--- src/rtl/add_seq_pkg.sv ---
// Shared definitions for the chunked sequential adder/subtractor.
//   state_t    : FSM encoding (IDLE, RUN, DONE), 2 bits
//   DEF_WIDTH  : default operand width
//   DEF_CHUNK  : default bits summed per cycle
//   idx_w(n)   : width of a slice index for n slices (minimum 1)
package add_seq_pkg;

  localparam int DEF_WIDTH = 12;
  localparam int DEF_CHUNK = 4;

  typedef enum logic [1:0] {
    ST_IDLE = 2'd0,
    ST_RUN  = 2'd1,
    ST_DONE = 2'd2
  } state_t;

  function automatic int idx_w(input int n);
    return (n <= 1) ? 1 : $clog2(n);
  endfunction

endpackage

--- src/rtl/add_chunk.sv ---
// Combinational CHUNK-bit full adder, one slice of the sequential adder.
// Ports:
//   a, b : slice operands
//   ci   : carry in
//   s    : slice sum
//   co   : carry out
module add_chunk #(
  parameter int CHUNK = 4
) (
  input  logic [CHUNK-1:0] a,
  input  logic [CHUNK-1:0] b,
  input  logic             ci,
  output logic [CHUNK-1:0] s,
  output logic             co
);

  assign {co, s} = {1'b0, a} + {1'b0, b} + {{CHUNK{1'b0}}, ci};

endmodule

--- src/rtl/add_seq_chunked.sv ---
// Multi-cycle adder/subtractor: sums a WIDTH-bit operand pair CHUNK bits
// per clock, keeping the carry in a register between slices. Short carry
// path, latency of WIDTH/CHUNK RUN cycles plus the DONE entry.
// Ports:
//   clk, rst_n          : clock (rising edge), async active-low reset
//   in_valid / in_ready : operand handshake, accepted only in IDLE
//   a, b, ci, sub       : operands; sub=1 computes a-b (ci ignored)
//   out_valid/out_ready : result handshake, result held while stalled
//   result              : {flag, sum}; flag = carry (add) or borrow (sub)
// Build option: define ADD_SEQ_SAT_EN for unsigned saturation of the sum
// (all ones on add overflow, zero on subtract underflow).
module add_seq_chunked
  import add_seq_pkg::*;
#(
  parameter int WIDTH = DEF_WIDTH,
  parameter int CHUNK = DEF_CHUNK
) (
  input  logic             clk,
  input  logic             rst_n,
  input  logic             in_valid,
  output logic             in_ready,
  input  logic [WIDTH-1:0] a,
  input  logic [WIDTH-1:0] b,
  input  logic             ci,
  input  logic             sub,
  output logic             out_valid,
  input  logic             out_ready,
  output logic [WIDTH:0]   result
);

  localparam int N  = WIDTH / CHUNK;
  localparam int IW = idx_w(N);
  localparam logic [IW-1:0] LAST = IW'(N - 1);

  if (CHUNK < 1 || CHUNK > WIDTH || (WIDTH % CHUNK) != 0) begin : g_bad_cfg
    $error("add_seq_chunked: WIDTH must be a non-zero multiple of CHUNK");
  end

  state_t state, state_nxt;

  logic [N-1:0][CHUNK-1:0] a_r, b_r, sum_r;
  logic                    carry, sub_r, flag_r;
  logic [IW-1:0]           idx;

  logic [CHUNK-1:0]        s;
  logic                    co;
  logic                    last;
  logic                    fin_flag;
  logic                    sat;
  logic [N-1:0][CHUNK-1:0] sat_val;

  // Single adder slice, steered across the operand by idx.
  add_chunk #(.CHUNK(CHUNK)) u_chunk (
    .a  (a_r[idx]),
    .b  (b_r[idx]),
    .ci (carry),
    .s  (s),
    .co (co)
  );

  assign last = (idx == LAST);
  // Subtract runs as a + ~b + 1, so a missing carry-out means a borrow.
  assign fin_flag = sub_r ? ~co : co;

`ifdef ADD_SEQ_SAT_EN
  assign sat     = fin_flag;
  assign sat_val = sub_r ? '0 : '1;
`else
  assign sat     = 1'b0;
  assign sat_val = '0;
`endif

  always_comb begin
    state_nxt = state;
    in_ready  = 1'b0;
    out_valid = 1'b0;
    case (state)
      ST_IDLE: begin
        in_ready = 1'b1;
        if (in_valid) state_nxt = ST_RUN;
      end
      ST_RUN: begin
        if (last) state_nxt = ST_DONE;
      end
      ST_DONE: begin
        out_valid = 1'b1;
        if (out_ready) state_nxt = ST_IDLE;
      end
      default: state_nxt = ST_IDLE;
    endcase
  end

  always_ff @(posedge clk or negedge rst_n) begin
    if (!rst_n) state <= ST_IDLE;
    else        state <= state_nxt;
  end

  always_ff @(posedge clk or negedge rst_n) begin
    if (!rst_n) begin
      a_r    <= '0;
      b_r    <= '0;
      sum_r  <= '0;
      carry  <= 1'b0;
      sub_r  <= 1'b0;
      flag_r <= 1'b0;
      idx    <= '0;
    end else begin
      case (state)
        ST_IDLE: begin
          if (in_valid) begin
            a_r   <= a;
            b_r   <= sub ? ~b : b;
            carry <= sub | ci;
            sub_r <= sub;
            idx   <= '0;
          end
        end
        ST_RUN: begin
          sum_r[idx] <= s;
          carry      <= co;
          if (last) begin
            flag_r <= fin_flag;
            // Saturation overrides the whole sum on the final slice edge.
            if (sat) sum_r <= sat_val;
          end else begin
            idx <= idx + 1'b1;
          end
        end
        default: ;
      endcase
    end
  end

  assign result = {flag_r, sum_r};

endmodule
--- config.mk ---
export PLATFORM = sky130hd
export DESIGN_NAME = add_seq_chunked
export DESIGN_NICKNAME = d
export VERILOG_FILES = /design/src/rtl/add_seq_pkg.sv /design/src/rtl/add_chunk.sv /design/src/rtl/add_seq_chunked.sv
export SDC_FILE = /design/constraint.sdc
export NUM_CORES = 1
export LEC_CHECK = 0
export BUFFER_PORTS_ARGS = -buffer_cell sky130_fd_sc_hd__buf_2
export CAP_MARGIN = 25
export CORE_UTILIZATION = 40
export CTS_BUF_LIST = sky130_fd_sc_hd__clkbuf_4 sky130_fd_sc_hd__clkbuf_8 sky130_fd_sc_hd__clkbuf_16
export DETAILED_ROUTE_END_ITERATION = 8
export SKIP_CTS_REPAIR_TIMING = 1
export SYNTH_ARGS = -nofsm -noshare
export SYNTH_HDL_FRONTEND = slang
export SYNTH_HIERARCHICAL = 1
export SYNTH_SLANG_ARGS = --single-unit
--- constraint.sdc ---
create_clock -name clk -period 3.17 [get_ports clk]
set_input_delay 0.317 -clock clk [delete_from_list [all_inputs] [get_ports clk]]
set_output_delay 0.317 -clock clk [all_outputs]
set_load 0.05 [all_outputs]
-- Word level (Yosys, flattened, before mapping)
Cells that the tools add are included.
- register bits: 43
- bits in latches: 0
- RAM bits: 0
- ROM bits: 0
- output and inout bits: 15
- logic and storage cells: 57
- memories: 0
- add/sub/neg operators: 3
- multipliers: 0
- divide/modulo/power cells: 0
- $lt $le $gt $ge: 2
- equal/unequal tests: 7
- shifts and indexed selects: 0
- mux-type cells: 20
- bitwise gates (word level): 3
- reductions and logical operators: 8
- operators with widths (kind ; number):
    $bmux W4 S2 ; 2
    $bwmux W12 ; 1
    $mux W12 ; 1
    $mux W4 ; 3
    $not A12 Y12 ; 1
    $mux W2 ; 5
    $demux W4 S2 ; 1
    $ne A2 B2 Y1 const B ; 4
    $pmux W2 S3 ; 1
    $reduce_and A2 Y1 ; 3
    $reduce_and A3 Y1 ; 2
    $add A4 B4 Y5 ; 1
    $add A5 B1 Y5 ; 1
    $eq A2 B2 Y1 const B ; 2
    $mux W1 ; 4
    $pmux W2 S2 ; 1
    $lt A2 B3 Y1 const B ; 1
    $add A2 B1 Y2 const B ; 1
    $eq A2 B1 Y1 const B ; 1
    $ge A2 B1 Y1 const B ; 1
    $logic_not A2 Y1 ; 1
    $pmux W1 S2 ; 1
    $reduce_bool A2 Y1 ; 1
    $logic_and A1 B1 Y1 ; 1
    2 further kinds ; 2

-- Depth between registers and ports, before layout
Gate-level depths: netlist of the first run.
- word-level depth: 6
- gate-level depth with buffers: 11
- gate-level depth less buffers: 11

-- By module
Netlist of the first run, hierarchy kept.
- by module, submodules not included (module ; instances ; cells each ; area each (µm²) ; sequential area each (µm²)):
    add_seq_chunked ; 1 ; 194 ; 1971.9 ; 1076.0
    add_chunk ; 1 ; 16 ; 143.9 ; 0.0

-- Worst setup path after synthesis of the first run
No wires, ideal clock.
- kind: register to register
- start: reg idx[0]
- end: reg flag_r
- setup time: 0.133 ns
- data arrival time: 2.076 ns
- data required time: 3.037 ns
- setup slack: 0.961 ns
- stages on the path, launching flop included: 12
- path buffers: 1
- path through: dfrtp_1 -> buf_2 -> mux2i_1 -> o21ai_0 -> fa_1 -> inv_1 -> fa_1 -> nor2b_1 -> o21ai_0 -> nand2b_1 -> xnor2_1 -> o21ai_0
- cells in the longest elaborated chain, start to end: 6
- ends and longest elaborated chain (element ; line ; RTL):
    start: declaration ; add_seq_chunked.sv:43 ; logic [IW-1:0] idx;
    start signal: assignment ; add_seq_chunked.sv:126 ; idx <= idx + 1'b1;
    $bmux W4 S2 (on tied branches) ; add_seq_chunked.sv:54, add_seq_chunked.sv:55 ;
    $mux W4 (on tied branches) ; add_seq_chunked.sv:54, add_seq_chunked.sv:55 ;
    $add A4 B4 Y5 (*) ; add_chunk.sv:17 ; assign {co, s} = {1'b0, a} + {1'b0, b} + {{CHUNK{1'b0}}, ci};
    $add A5 B1 Y5 (*) ; add_chunk.sv:17 ;
    via co ; add_seq_chunked.sv:46 ; logic co;
    $not A1 Y1 ; add_seq_chunked.sv:63 ; assign fin_flag = sub_r ? ~co : co;
    $mux W1 (*) ; add_seq_chunked.sv:63 ;
    end signal: assignment ; add_seq_chunked.sv:122 ; flag_r <= fin_flag;
    end: declaration ; add_seq_chunked.sv:42 ; logic carry, sub_r, flag_r;
Mark *: on every way through the listed nets, which the timed path passes. The rest lies on a longest branch. The select of a mux whose other input is x is not followed.
A chain may end at the register's enable or synchronous reset.

-- Worst setup path after layout of the first run
Ends and elaborated chain as after synthesis.

==> reports/qor.csv, run 1 <==
metric,value,unit
grt_overflow,0,
yosysSeqAreaShare,0.509,
setup_violations,0,
synthMuxAreaShare,0.107,
port_buffers,44,
path_buf_inv,1,
h-tree-depth,2,
status,"complete, but fails checks",
synthXorXnorAreaFrac,0.0621,
cts_buffers,5,
worstSkewPairLatency,0.28,ns
worst_clock_skew,0.00464,ns
synth_top_family_by_area,simple AND/OR/NAND/NOR gates,
die_w,74.7,µm
p_per_area,1180,nW/µm²
slew_headroom,0.625,
dieArea,5580,µm²
required,3.32,ns
ant_nets,0,
crit_top_cell,o21ai_0,
cts_tree,yes,
syn_nets,248,
wl_per_cell,12.0,µm
cts.sinks,43,
cts-root-buf,clkbuf_8,
die_height,74.7,µm
rows,26,
drtIter0Drc,42,
final_cell_mix,"63 x nand2_1, 44 x buf_2, 43 x dfrtp_1",
peakVddDrop,560,µV
finalCriticalPeriod,2.63,ns
hold_viol_final,0,
gp_congestion,0.794,
fmax,380,MHz
fillers,524,
nNetsFinal,293,
grtUsageMet3,0.0402,
path_cells,"nor2b_1, nand2_1, o21ai_0, fa_1, inv_1, fa_1, nor2b_1, o21ai_0, nand2b_1, xnor2_1, o21ai_0",
start_util,0.414,
max_stage_delay,0.59,ns
met1_usage,0.208,
antenna_found_initial,0,
syn_area_per_cell,10.1,µm²
drv_cap,0,
top_usage_layer,met2,
clk_pin_slew_worst_paths,0.07,ns
holdWs,0.220,ns
failed_checks,design-rule violations,
hold_class,input port to register,
grt_pass1_vias,1453,
cp.arrival,2.78,ns
rsz0062_at_grt,false,
firstDrtPassIters,5,
cpLargestDelayFamily,simple AND/OR/NAND/NOR gates,
synthCells,210,
core_area,5110,µm²
yosys.area_share.simple,0.159,
yosysUniqueCellTypes,25,
yosysTopAreaCell,dfrtp_1,
ctsLongestPathBuffers,2,
grt_usage,0.160,
fin_tns_setup,0,ns
ys_seq_elements,43,
path_class,register to register,
drive_gt1_frac,0.268,
avgViaCountPerCell,4.56,
startpoint_type,register,
design.portCount,45,
wl,3890,µm
cp_max_fo,13,
netlist_area,2120,µm²
slew_viol_final,0,
syn2layout_area_growth,18.3,%
netlist_top_cells_area,"dfrtp_1 51%, nand2_1 11%, mux2_2 6.9%",
drc,1,
tightest_slew,0.563,ns
grt_pass1_wl,6620,µm
synth_compound_area_frac,0.0651,
grt_start_max_net_pins,44,
critPathSlowestCell,dfrtp_1,
p_leak,1.25,nW
synth_top_area_share,0.509,
vias,1477,
finalCritPeriodShare,0.830,
yosys_warnings,6,
synthAdderAreaFrac,0.0544,
final_common_cell,nand2_1,
grt_util_met2,0.266,
insertedDiodeCount,0,
place_hpwl,2840,µm
worstSetupEndpointType,register,
==> layer usage <==
layer  vias up  share of wire
met3         2          0.035
met4         0         0.0069
met5         -              0
met2        35           0.46
li1        766              -
met1       674           0.49
==> path summary, 6_finish.rpt <==
kind / slack (ns) / end / cells past startpoint / startpoint
min in group asynchronous: 0.35 / result[8]$_DFFE_PN0P_ / 2 / rst_n
max: 0.54 / flag_r$_DFFE_PN0P_ / 11 / idx[0]$_DFFE_PN0P_
min: 0.22 / a_r[2]$_DFFE_PN0P_ / 3 / a[2]
min reg2reg: 0.48 / a_r[11]$_DFFE_PN0P_ / 2 / a_r[11]$_DFFE_PN0P_
max reg2reg: 0.54 / flag_r$_DFFE_PN0P_ / 11 / idx[0]$_DFFE_PN0P_
max in group asynchronous: 2.41 / b_r[6]$_DFFE_PN0P_ / 3 / rst_n
==> synthesized netlist by cell type <==
library cell	instances
a21o_1	1
a21oi_2	1
buf_2	5
buf_4	1
buf_6	2
clkbuf_1	2
dfrtp_1	43
fa_1	2
ha_1	6
inv_1	8
mux2_2	13
mux2i_1	8
nand2_1	63
nand2b_1	3
nand3b_1	1
nor2_1	3
nor2b_1	3
nor3_1	3
nor3b_1	1
nor3b_2	1
o21ai_0	16
o21ai_1	7
o22ai_1	1
or3b_1	1
xnor2_1	15
==> flip-flops by register name, summed over array words and instances (netlist names) <==
register  count
result       12
idx           2
b_r          12
flag_r        1
state         2
a_r          12
sub_r         1
carry         1
==> metrics by stage <==
step | setup WS [ns] | cell area [µm²] | std cells | power (mW) | util
finish | 0.539 | 2500 | 324 | 2.95 | 0.490
global route | 0.285 | 2500 | 324 | 3.23 | 0.490
CTS | 0.513 | 2470 | 322 | 2.99 | 0.484
detailed placement | 0.526 | 2400 | 316 | 2.66 | 0.469
global placement | 0.651 | 2370 | 315 | 2.60 | 0.464
floorplan | 0.961 | 2120 | 210 | 2.28 | -
==> kinds of logic after synthesis <==
group / after synthesis
DFF: 43
buffers and inverters: 18
AOI/OAI and AO/OA: 26
and+or+nand+nor: 79
adders and majority gates: 8
muxes: 21
xor gates and xnor gates: 15
==> worst min-delay path, delay by kind of cell <==
kind	cells	cell delay [ns]
and+or+nand+nor	2	0.08
buffers and inverters	1	0.07
==> final cells by class <==
type,instances,area (µm²),area share
Inverter,8,30.0,0.0120
Multi-Input combinational cell,149,947,0.378
Tap cell,70,87.6,0.0350
Clock buffer,6,76.3,0.0305
Sequential cell,43,1080,0.430
Timing Repair Buffer,48,285,0.114
==> power by group <==
group	switching (mW)	internal [mW]	total [mW]
logic	0.967	0.631	1.60
registers	0.205	0.826	1.03
clock network	0.164	0.155	0.319
(Power assumes the default switching activity.)
==> inputs of run 2 (changes only) <==
--- a/config.mk
+++ b/config.mk
@@ -5,6 +5,7 @@
 export SDC_FILE = /design/constraint.sdc
 export NUM_CORES = 1
 export LEC_CHECK = 0
+export ABC_AREA = 1
 export BUFFER_PORTS_ARGS = -buffer_cell sky130_fd_sc_hd__buf_2
 export CAP_MARGIN = 25
 export CORE_UTILIZATION = 40
==> constraint.sdc (replaced) <==
create_clock -name clk -period 2.6 [get_ports clk]
set_input_delay 0.26 -clock clk [delete_from_list [all_inputs] [get_ports clk]]
set_output_delay 0.26 -clock clk [all_outputs]
set_load 0.05 [all_outputs]
==> run 2 against run 1 <==
Net effect:
- the flow now finishes without violations
- non-clock buffer count stayed put
- via count is 19% higher
- synthesized area is 4.8% higher
- die area is 4.7% higher
- count of clock-buffer cells in the layout is 2 higher
- cell area is 2.5% higher
- register-to-register slack worse by 0.16 ns
- highest routed layer unchanged
==> reports/qor.csv, run 2 <==
metric,value,unit,change
status,finished clean,,
place_inst,373,,+18%
fmax,450,MHz,+18%
worstSetupEndpointType,register,,
instances_no_fill,381,,+18%
h-tree-depth,2,,unchanged
insertedDiodeCount,0,,unchanged
synthCells,267,,+27%
cts.sinks,43,,unchanged
grt_start_max_net_pins,44,,unchanged
cts-root-buf,clkbuf_8,,
startpoint_type,register,,
critPathSlowestCell,fa_1,,
vias,1754,,+19%
yosys_warnings,6,,unchanged
avgViaCountPerCell,4.60,,+0.99%
netlist_top_cells_area,"dfrtp_1 49%, nand2_1 18%, o21ai_0 5.4%",,
clk_pin_slew_worst_paths,0.08,ns,about the same
design.portCount,45,,unchanged
path_class,register to register,,
slew_viol_final,0,,unchanged
gp_congestion,0.803,,+1.1%
final_common_cell,nand2_1,,
tightest_slew,0.936,ns,+0.373 ns
cts_buffers,5,,unchanged
setup_violations,0,,unchanged
cpLargestDelayFamily,adder cells,,
crit_top_cell,nand2_1,,
yosysSeqAreaShare,0.485,,-0.0232
dp_slack,0.374,ns,-0.152 ns
p_per_area,1490,nW/µm²,+27%
peakVddDrop,503,µV,-10%
cp.arrival,2.46,ns,-0.32 ns
die_w,76.5,µm,+2.3%
slew_headroom,0.376,,-0.249
nNetsFinal,348,,+19%
max_stage_delay,0.40,ns,-0.19 ns
dieArea,5840,µm²,+4.7%
port_buffers,44,,unchanged
grt_usage,0.169,,+0.00945
critPathLaunch,idx[1]$_DFFE_PN0P_,,
firstDrtPassIters,4,,-1
final_cell_mix,"107 x nand2_1, 44 x buf_2, 43 x dfrtp_1",,
core_area,5240,µm²,+2.5%
synth_top_area_share,0.485,,-0.0232
grt_pass1_wl,7800,µm,+18%
wl,4430,µm,+14%
ant_nets,0,,unchanged
start_util,0.423,,+0.00906
synth_commonest_cells,"107 x nand2_1, 43 x dfrtp_1, 24 x o21ai_0",,
drv_cap,0,,unchanged
reg2reg_from,idx[1]$_DFFE_PN0P_,,
path_buf_inv,2,,+1
hold_viol_final,0,,unchanged
ys_seq_elements,43,,unchanged
netlist_area,2220,µm²,+4.8%
ctsLongestPathBuffers,2,,unchanged
drc,0,,-1
worst_clock_skew,0.00715,ns,+0.00252 ns
die_height,76.5,µm,+2.3%
setup_ws,0.376,ns,-0.163 ns
grt_overflow,0,,unchanged
p_leak,1.41,nW,+13%
finalCriticalPeriod,2.22,ns,-0.407 ns
path_cells,"inv_1, o21ai_0, o21ai_0, fa_1, inv_1, fa_1, o21ai_1, nand3_1, nand2_1, nand2_1, nand2_1",,
cts_tree,yes,,
fin_tns_setup,0,ns,unchanged
worstSkewPairLatency,0.29,ns,about the same
syn_nets,305,,+23%
grt_pass1_vias,1674,,+15%
yosys_most_used_dff,dfrtp_1,,
syn_area_per_cell,8.30,µm²,-18%
finalCritPeriodShare,0.855,,+0.0256
power,3.82,mW,+30%
drive_gt1_frac,0.212,,-0.0555
synth_most_common_cell,nand2_1,,
wl_per_cell,11.6,µm,-3.1%
syn2layout_area_growth,15.7,%,
rows,26,,unchanged
rsz0062_at_grt,false,,
place_hpwl,3220,µm,+14%
synthArstFlopShare,1.00,,unchanged
yosysTopAreaCell,dfrtp_1,,
holdWs,0.101,ns,-0.118 ns
required,2.84,ns,-0.48 ns
drtIter0Drc,61,,+45%
synth-edff-count,0,,unchanged
antenna_found_initial,0,,unchanged
hold_class,input port to async pin,,
yosysUniqueCellTypes,25,,unchanged
cp_max_fo,10,,-3
run 2: changes by cell type after synthesis, sizes merged, moves of 8 or more:
| cell | previous run | this run |
|---|---|---|
| inv | 8 | 19 |
| mux2 | 13 | 0 |
| mux2i | 8 | 0 |
| nand2 | 63 | 108 |
| nand3 | 0 | 16 |
| nor2 | 3 | 12 |
| xnor2 | 15 | 1 |
| xor2 | 0 | 13 |
run 2: worst paths after layout:
| check | end | slack (ns) | depth (start not counted) |
|---|---|---|---|
| hold reg to reg | result[10]$_DFFE_PN0P_ | 0.48 | 2 |
| setup reg to reg | carry$_DFFE_PN0P_ | 0.38 | 11 |
| setup / recovery | carry$_DFFE_PN0P_ | 0.38 | 11 |
| min in group clk | state[1]$_DFFE_PN0P_ | 0.14 | 2 |
| hold / removal | result[8]$_DFFE_PN0P_ | 0.10 | 1 |
| max in group asynchronous | result[1]$_DFFE_PN0P_ | 1.91 | 1 |
run 2: layer usage:
layer,up-vias,wire (µm),GRT usage,part of all wire
met5,-,0,0,0
met4,0,44,0.0519,0.0099
met3,4,182,0.0419,0.041
met2,46,1930,0.270,0.44
met1,783,2270,0.226,0.51
li1,921,-,-,-
run 2: cell type report:
cell class                      instances  area, µm²
Timing Repair Buffer                   48        250
Inverter                               20       77.6
Clock buffer                            8        104
Tap cell                               70       87.6
Sequential cell                        43       1080
Multi-Input combinational cell        192        970
Fill cell                             551       2670
run 2: where the power goes:
part	switching [mW]	leakage (nW)	internal [mW]	total (mW)
sequential	0.201	0.536	0.992	1.19
clock	0.217	0.0549	0.253	0.470
combinational	1.47	0.815	0.686	2.16
run 2: metrics by stage:
step | utilization | area, µm²
2_1_floorplan | - | 2220
4_1_cts | 0.490 | 2560
3_3_place_gp | 0.470 | 2460
6_report | 0.490 | 2560
5_1_grt | 0.490 | 2560
3_5_place_dp | 0.470 | 2460
run 2: kinds of logic after synthesis:
| kind of cell | count (synthesis) | share of synthesized area |
|---|---|---|
| simple gates | 137 | 0.248 |
| flops | 43 | 0.485 |
| compound gates | 33 | 0.0824 |
| buf+inv | 32 | 0.0773 |
| xor+xnor | 14 | 0.0553 |
| fa+ha+maj | 8 | 0.0519 |
==> inputs of run 3 (changes only) <==
--- a/config.mk
+++ b/config.mk
@@ -11,6 +11,7 @@
 export CORE_UTILIZATION = 40
 export CTS_BUF_LIST = sky130_fd_sc_hd__clkbuf_4 sky130_fd_sc_hd__clkbuf_8 sky130_fd_sc_hd__clkbuf_16
 export DETAILED_ROUTE_END_ITERATION = 8
+export RECOVER_POWER = 25
 export SKIP_CTS_REPAIR_TIMING = 1
 export SYNTH_ARGS = -nofsm -noshare
 export SYNTH_HDL_FRONTEND = slang
==> run 3 against run 2 <==
Net effect:
- the run now ends with max-capacitance violations, max-slew violations left
- worst setup slack better by 0.0011 ns
- die area unchanged
- largest cell class unchanged
- fmax about the same
- clock power about the same
- clock skew about the same
- sequential cell count unchanged
- non-clock buffer count unchanged
- cell count unchanged
==> reports/qor.csv, run 3 (synthesized netlist as in run 2, its figures left out) <==
metric,value,unit,change
dieArea,5840,µm²,unchanged
worst_clock_skew,0.00759,ns,+0.000438 ns
grt_usage,0.169,,unchanged
fmax,450,MHz,about the same
grt_pass1_vias,1674,,unchanged
p_per_area,1490,nW/µm²,+0.13%
failed_checks,"max-capacitance violations, max-slew violations",,
hold_class,input port to register,,
finalCritPeriodShare,0.855,,about the same
p_clk_frac,0.123,,about the same
switchingPower,1.89,mW,+0.18%
setup_violations,0,,unchanged
grt_pass1_wl,7800,µm,unchanged
fin_tns_setup,0,ns,unchanged
port_buffers,44,,unchanged
cts_tree,yes,,
startpoint_type,register,,
power,3.83,mW,about the same
worstSetupEndpointType,register,,
worstSkewPairLatency,0.30,ns,about the same
wl_per_cell,11.6,µm,+0.14%
ctsLongestPathBuffers,2,,unchanged
final_area,2560,µm²,about the same
detailed_place.area,2460,µm²,unchanged
hold_viol_final,0,,unchanged
die_height,76.5,µm,unchanged
rsz0062_at_grt,false,,
drv_cap,1,,+1
gp_congestion,0.803,,unchanged
swShare,0.495,,about the same
cts.sinks,43,,unchanged
final_cell_mix,"107 x nand2_1, 43 x dfrtp_1, 43 x buf_2",,
die_w,76.5,µm,unchanged
design.portCount,45,,unchanged
drc,0,,unchanged
grt_overflow,0,,unchanged
path_class,register to register,,
place_hpwl,3220,µm,unchanged
cts_buffers,5,,unchanged
wl,4440,µm,+0.14%
insertedDiodeCount,0,,unchanged
cp_max_fo,10,,unchanged
peakVddDrop,506,µV,+0.51%
slew_headroom,-0.493,,-0.869
drive_gt1_frac,0.209,,-0.00322
nNetsFinal,348,,unchanged
seqPwrFrac,0.312,,about the same
h-tree-depth,2,,unchanged
syn2layout_area_growth,15.6,%,about the same
avgViaCountPerCell,4.61,,about the same
finalCriticalPeriod,2.22,ns,-0.00107 ns
tightest_slew,2.24,ns,+1.30 ns
core_area,5240,µm²,unchanged
required,2.84,ns,about the same
final_common_cell,nand2_1,,
cts-root-buf,clkbuf_8,,
p_leak,1.40,nW,-0.20%
clk_pin_slew_worst_paths,0.08,ns,about the same
vias,1755,,+0.057%
grt_start_max_net_pins,44,,unchanged
firstDrtPassIters,4,,unchanged
ant_nets,0,,unchanged
internal_power,1.93,mW,about the same
rows,26,,unchanged
status,"complete, but fails checks",,
cp.arrival,2.46,ns,about the same
pwr-share-comb,0.565,,about the same
antenna_found_initial,0,,unchanged
drtIter0Drc,61,,unchanged
slew_viol_final,44,,+44
start_util,0.423,,unchanged
[run 3: worst max-delay path, stage by stage (launching register included)]
cell and delay [ns]:
dfrtp_1 0.38, inv_1 0.21, o21ai_0 0.12, o21ai_0 0.25
fa_1 0.27, inv_1 0.06, fa_1 0.40, o21ai_1 0.22
nand3_1 0.10, nand2_1 0.07, nand2_1 0.05, nand2_1 0.05
[run 3: stage by stage]
step / worst slack [ns] / instances / hold slack [ns] / utilization
finish: 0.377 / 381 / 0.139 / 0.489
global route: 0.116 / 381 / 0.127 / 0.489
CTS: 0.356 / 381 / 0.136 / 0.490
detailed placement: 0.374 / 373 / 0.456 / 0.470
global placement: 0.421 / 373 / 0.451 / 0.470
floorplan: 0.341 / 267 / -0.0356 / -
[run 3: worst paths after layout]
path                                         from                     end  slack, ns  cells after the start
max in group asynchronous                   rst_n   result[1]$_DFFE_PN0P_       0.70                      1
hold reg to reg            result[10]$_DFFE_PN0P_  result[10]$_DFFE_PN0P_       0.48                      2
hold / removal                          out_ready    state[1]$_DFFE_PN0P_       0.14                      2
setup reg to reg               idx[1]$_DFFE_PN0P_       carry$_DFFE_PN0P_       0.38                     11
min in group asynchronous                   rst_n   result[8]$_DFFE_PN0P_       0.62                      1
setup / recovery               idx[1]$_DFFE_PN0P_       carry$_DFFE_PN0P_       0.38                     11
[run 3: area by class of cell]
type                    count  area [µm²]
well taps                  70        87.6
clock buffers               8         104
fillers                   552        2670
repair buffers             48         249
flip-flops and latches     43        1080
inverters                  20        77.6
multi-input cells         192         970
[run 3: power by group through the flow]
stage | logic, mW | registers (mW) | clock network [mW]
2_1_floorplan | 1.47 | 1.44 | 0
3_3_place_gp | 2.14 | 1.21 | 0
3_5_place_dp | 2.19 | 1.20 | 0
4_1_cts | 2.19 | 1.20 | 0.488
5_1_grt | 2.49 | 1.23 | 0.510
6_report | 2.16 | 1.19 | 0.471
[run 3: routing by layer]
layer  up-vias  global-route usage  share of wire  routed length [µm]
met1       783               0.226           0.51                2260
met5         -                   0              0                   0
met3         5              0.0419          0.043                 192
met2        48               0.270           0.44                1930
met4         0              0.0519          0.012                  53
li1        919                   -              -                   -
